[config.mk]
export PLATFORM = sky130hd
export DESIGN_NAME = elevator_scan
export DESIGN_NICKNAME = d
export VERILOG_FILES = /design/src/rtl/elevator_scan.sv
export SDC_FILE = /design/constraint.sdc
export NUM_CORES = 1
export LEC_CHECK = 0
export ABC_CLOCK_PERIOD_IN_PS = 3500
export BUFFER_PORTS_ARGS = -buffer_cell sky130_fd_sc_hd__buf_2
export CAP_MARGIN = 5
export CORE_MARGIN = 3
export CORE_UTILIZATION = 31
export CTS_BUF_LIST = sky130_fd_sc_hd__clkbuf_16
export DETAILED_ROUTE_END_ITERATION = 8
export SETUP_SLACK_MARGIN = 0.4
export SLEW_MARGIN = 20
export SYNTH_ARGS = -nofsm -noshare
export SYNTH_HDL_FRONTEND = slang
export SYNTH_SLANG_ARGS = --single-unit
[constraint.sdc]
create_clock -name clk -period 3.5 [get_ports clk]
set_input_delay 0.7 -clock clk [delete_from_list [all_inputs] [get_ports clk]]
set_output_delay 0.7 -clock clk [all_outputs]
set_load 0.005 [all_outputs]
[src/rtl/elevator_scan.sv]
// SCAN elevator controller: holds a pending-request bitmap, sweeps in one direction
// while requests lie ahead, reverses otherwise, and models travel and door dwell time.
module elevator_scan #(
    parameter  int FLOORS      = 8,
    localparam int FW          = $clog2(FLOORS),
    parameter  int MOVE_CYCLES = 1,
    parameter  int DOOR_CYCLES = 2
) (
    input  logic              clk,
    input  logic              reset,
    input  logic              req_valid,
    input  logic [FW-1:0]     req_floor,
    output logic [FW-1:0]     cur_floor,
    output logic              direction,
    output logic              moving,
    output logic              door_open,
    output logic              arrive,
    output logic [FLOORS-1:0] pending,
    output logic              req_err
);

    localparam int MW = (MOVE_CYCLES > 1) ? $clog2(MOVE_CYCLES) : 1;
    localparam int DW = $clog2(DOOR_CYCLES + 1);
    localparam logic [MW-1:0] MOVE_LAST = MW'(MOVE_CYCLES - 1);
    localparam logic [DW-1:0] DOOR_LOAD = DW'(DOOR_CYCLES);

    typedef enum logic [1:0] {S_IDLE, S_MOVE, S_DOOR} state_t;

    state_t            state, state_n;
    logic [MW-1:0]     move_cnt, move_n;
    logic [DW-1:0]     door_cnt, door_n;
    logic [FW-1:0]     floor_n, step_floor;
    logic              dir_n, pick_dir, ahead_up, ahead_dn;
    logic              arrive_n, req_err_n, req_ok, served;
    logic [FLOORS-1:0] clear, set, pending_n;

    assign moving    = (state == S_MOVE);
    assign door_open = (state == S_DOOR);
    assign req_ok    = int'(req_floor) < FLOORS;

    // Keep the sweep direction while any request lies strictly ahead; otherwise turn around.
    always_comb begin
        ahead_up = 1'b0;
        ahead_dn = 1'b0;
        for (int i = 0; i < FLOORS; i++) begin
            if (pending[i] && i > int'(cur_floor)) ahead_up = 1'b1;
            if (pending[i] && i < int'(cur_floor)) ahead_dn = 1'b1;
        end
        pick_dir = direction ? ahead_dn : !ahead_up;
    end

    // NOTE: every signal gets a default before the case so no path leaves one unassigned (no latches).
    always_comb begin
        state_n    = state;
        floor_n    = cur_floor;
        dir_n      = direction;
        move_n     = move_cnt;
        door_n     = door_cnt;
        arrive_n   = 1'b0;
        served     = 1'b0;
        clear      = '0;
        set        = '0;
        step_floor = direction ? cur_floor - FW'(1) : cur_floor + FW'(1);

        case (state)
            S_IDLE: begin
                if (req_valid && req_floor == cur_floor) begin
                    state_n  = S_DOOR;
                    door_n   = DOOR_LOAD;
                    arrive_n = 1'b1;
                    served   = 1'b1;
                end else if (|pending) begin
                    dir_n   = pick_dir;
                    state_n = S_MOVE;
                    move_n  = '0;
                end
            end
            S_MOVE: begin
                if (move_cnt == MOVE_LAST) begin
                    floor_n = step_floor;
                    move_n  = '0;
                    if (pending[step_floor]) begin
                        clear[step_floor] = 1'b1;
                        state_n  = S_DOOR;
                        door_n   = DOOR_LOAD;
                        arrive_n = 1'b1;
                        served   = req_valid && req_floor == step_floor;
                    end
                end else begin
                    move_n = move_cnt + MW'(1);
                end
            end
            S_DOOR: begin
                if (req_valid && req_floor == cur_floor) begin
                    door_n = DOOR_LOAD;
                    served = 1'b1;
                end else if (door_cnt == DW'(1)) begin
                    if (|pending) begin
                        dir_n   = pick_dir;
                        state_n = S_MOVE;
                        move_n  = '0;
                    end else begin
                        state_n = S_IDLE;
                    end
                end else begin
                    door_n = door_cnt - DW'(1);
                end
            end
            default: state_n = S_IDLE;
        endcase

        if (req_valid && req_ok && !served) set[req_floor] = 1'b1;
        pending_n = (pending & ~clear) | set;
        req_err_n = req_valid && !req_ok;
    end

    // NOTE: sequential state uses non-blocking assignments so every register samples pre-edge values.
    always_ff @(posedge clk) begin
        if (reset) begin
            state     <= S_IDLE;
            cur_floor <= '0;
            direction <= 1'b0;
            move_cnt  <= '0;
            door_cnt  <= '0;
            pending   <= '0;
            arrive    <= 1'b0;
            req_err   <= 1'b0;
        end else begin
            state     <= state_n;
            cur_floor <= floor_n;
            direction <= dir_n;
            move_cnt  <= move_n;
            door_cnt  <= door_n;
            pending   <= pending_n;
            arrive    <= arrive_n;
            req_err   <= req_err_n;
        end
    end

endmodule

==> results.yml <==
setup_path:
  slowest_delay_ps: 440
  cp-start-kind: "flop"
  cp_top_family: "compound AO/OA/AOI/OAI gates"
  critical_path.cell_chain: "buf_4 -> inv_1 -> ha_1 -> xnor2_2 -> nand2b_1 -> a211oi_2 -> nor2_1 -> a41o_1"
  r2r_slack_ps: 980
  crit_arrival_ps: 2660
  r2r-start: "cur_floor[0]$_SDFFE_PP0P_"
  critPathRequiredTime_ps: 3650
  r2r-end: "door_cnt[0]$_SDFFE_PP0P_"
  reg2reg_depth: 8
  path_max_fanout: 18
  worst_setup_path_end_kind: "flop"
  path_class: "flop to flop"
  critPathBufInv: 2
  crit_path_top_delay_cell: "a211oi_2"
placed_design:
  dp_hpwl_mm: 2.84
  gp_congestion: 0.828
  port_buffers: 20
cts:
  numCtsBuffers: 3
  cts_setup_buffers: 0
  clk_pin_slew_ps: 50
  cts_resized: 0
  tritoncts: "yes"
  numClockSinks: 17
  cts_hold_buf: 0
  clockBufferDepth: 2
  clockRootBuffer: "clkbuf_16"
  insertion_delay_ps: 250
  cts.htree.levels: 1
hold_path:
  worstHoldStart: "door_cnt[1]$_SDFFE_PP0P_"
  hold_end: "door_cnt[1]$_SDFFE_PP0P_"
  hold_path_depth: 2
  hp-class: "flop to flop"
power:
  clkPwrFrac: 0.161
  p_int_w: 0.000792
  vdd_drop_max_uv: 259
  power.leakage_nw: 0.634
  power_frac_comb: 0.563
  powerDensity_nw_per_um2: 889
  swShare: 0.452
  power.switching_w: 0.000654
  seqPwrFrac: 0.276
  total_power_w: 0.00145
layout:
  final_nets: 198
  seqCellArea_sq_um: 340
  multi_input_area_sq_um: 1010
  areaGrowthSynthToFinish_pct: 13.1
  n_antenna_cell: 0
  fill_cells: 445
  drive_gt1_frac: 0.234
status:
  outcome: "completed"
floorplan:
  die_area_sq_um: 5490
  core.rowCount: 24
  initial_utilization: 0.326
  core_sq_um: 4410
  die_width_microns: 74.1
  ios: 22
  die_h_microns: 74.1
synth:
  seq_area_frac_synth: 0.237
  async_flop_share: 0
  synth_nets: 182
  postSynthAreaPerCell_sq_um: 8.51
  synth_cell_type_count: 45
  synth_area_leaders: "dfxtp_1 (24%), ha_1 (6.1%), nor2b_1 (5.2%), o221ai_1 (4.9%), a31oi_1 (3.9%)"
  netlist_area_sq_um: 1440
  syn_inst: 169
  ys_warn_count: 0
  ys.flop_type: "dfxtp_1"
  synth_enable_flop_cells: 0
  yosysMostFrequentCell: "dfxtp_1"
  yosys.area.top_type: "dfxtp_1"
  synth_common_cells: "dfxtp_1 (17), nand2_1 (15), nor2b_1 (12)"
  ys_ff_latch: 17
  synth_top_area_share: 0.237
global_route:
  grt_max_degree: 19
  grt_first_pass_wirelength_mm: 6.46
  grt_use_total: 0.155
  first_global_vias: 1248
  antenna_found_initial: 0
  overflow: 0
route:
  drt-wirelength-per-cell_microns: 16.4
  vias: 1338
  drt-total-wl_mm: 3.88
  final_antenna_net_count: 0
  viasPerCell: 5.67
  drt_first_pass_iters: 4
  drtIter0Drc: 149
  post-route-drc-count: 0
timing:
  max_slew_margin: 0.543
  hold_viol_final: 0
  finalSetupViolations: 0
  skew_ps: 3.10
  slew_violations: 0
  rsz0062_at_grt: "false"
  max_freq_mhz: 397
  fin_crit_sh: 0.719
  tightest_slew_ps: 684
  tns_ps: 0
  min_period_ps: 2520
run:
  drv_cap: 0
[stage by stage]
stage	hold slack, ps	utilization	setup WS [ps]	instances	instance area [sq um]
final	477	0.368	983	236	1630
after global placement	465	0.351	1090	232	1550
after CTS	481	0.368	1010	236	1630
after floorplan	455	-	1400	169	1440
after global routing	513	0.368	818	236	1630
after detailed placement	474	0.351	1020	232	1550
[final cells by class]
| type | count | area share |
|---|---|---|
| Clock buffer | 3 | 0.0462 |
| Clock inverter | 1 | 0.00231 |
| Inverter | 6 | 0.0138 |
| Multi-Input combinational cell | 136 | 0.622 |
| Sequential cell | 17 | 0.209 |
| Tap cell | 52 | 0.0400 |
| Timing Repair Buffer | 21 | 0.0662 |
[power by group through the flow]
stage	sequential, W	combinational [W]	clock, W
finish	0.000399	0.000814	0.000233
floorplan	0.000358	0.000634	0
global placement	0.000401	0.000807	0
CTS	0.000397	0.000812	0.000237
global route	0.000419	0.000907	0.000245
detailed placement	0.000399	0.000806	0
[worst register-to-register path, stage by stage, from the launching register on]
cell      delay (ps)
dfxtp_1          420
buf_4            280
inv_1            140
ha_1             370
xnor2_2          200
nand2b_1         210
a211oi_2         440
nor2_1           100
a41o_1           250
[cells by family (layout without fill, tap and decap cells)]
logic type	after synthesis	in the layout	synth area share
AOI/OAI and AO/OA	48	48	0.247
xor gates and xnor gates	9	9	0.0783
buffers and inverters	16	31	0.0592
DFF	17	17	0.237
adders and majority gates	7	7	0.0609
muxes	7	7	0.0592
other	1	1	0.00261
and+or+nand+nor	64	64	0.256
[worst max-delay path by stage]
stage | slack (ps) | end | cells past startpoint | start
2_1_floorplan | 1400 | pending[6]$_SDFF_PP0_ | 8 | cur_floor[0]$_SDFFE_PP0P_
3_3_place_gp | 1090 | door_cnt[0]$_SDFFE_PP0P_ | 8 | cur_floor[0]$_SDFFE_PP0P_
3_5_place_dp | 1020 | door_cnt[0]$_SDFFE_PP0P_ | 8 | cur_floor[0]$_SDFFE_PP0P_
4_1_cts | 1010 | door_cnt[0]$_SDFFE_PP0P_ | 8 | cur_floor[0]$_SDFFE_PP0P_
5_1_grt | 820 | door_cnt[0]$_SDFFE_PP0P_ | 8 | cur_floor[0]$_SDFFE_PP0P_
6_report | 980 | door_cnt[0]$_SDFFE_PP0P_ | 8 | cur_floor[0]$_SDFFE_PP0P_
[routing by layer]
metal / GRT usage / wire, microns
met5: 0 / 0
met4: 0.0584 / 54
met3: 0.0257 / 301
met2: 0.223 / 1740
met1: 0.230 / 1780
[cells in the final DEF (no fill, tap or decap), types with 2 or more instances in the layout]
cell type / netlist / routed
nand3_1: 5 / 5
xnor2_1: 4 / 4
mux2i_1: 4 / 4
nor3_2: 2 / 2
buf_2: 2 / 20
xor2_1: 2 / 2
a211oi_1: 2 / 2
a21oi_1: 7 / 7
mux2_2: 2 / 2
o221ai_1: 8 / 8
nand2b_1: 6 / 6
clkbuf_16: 0 / 3
o22ai_1: 2 / 2
a31oi_1: 9 / 9
nor2b_1: 12 / 12
xnor2_2: 2 / 2
nor3_1: 3 / 3
inv_1: 6 / 7
ha_1: 7 / 7
o21ai_0: 8 / 8
nand4_1: 2 / 2
a211oi_2: 3 / 3
nor2_1: 10 / 10
a41oi_1: 3 / 3
dfxtp_1: 17 / 17
nand2_1: 15 / 15
nor4_1: 2 / 2
[sequential cells by signal, indices dropped and copies added (netlist names)]
signal / flops
arrive: 1
door_cnt: 2
state: 2
pending: 8
cur_floor: 3
direction: 1
(Power assumes the default switching activity.)
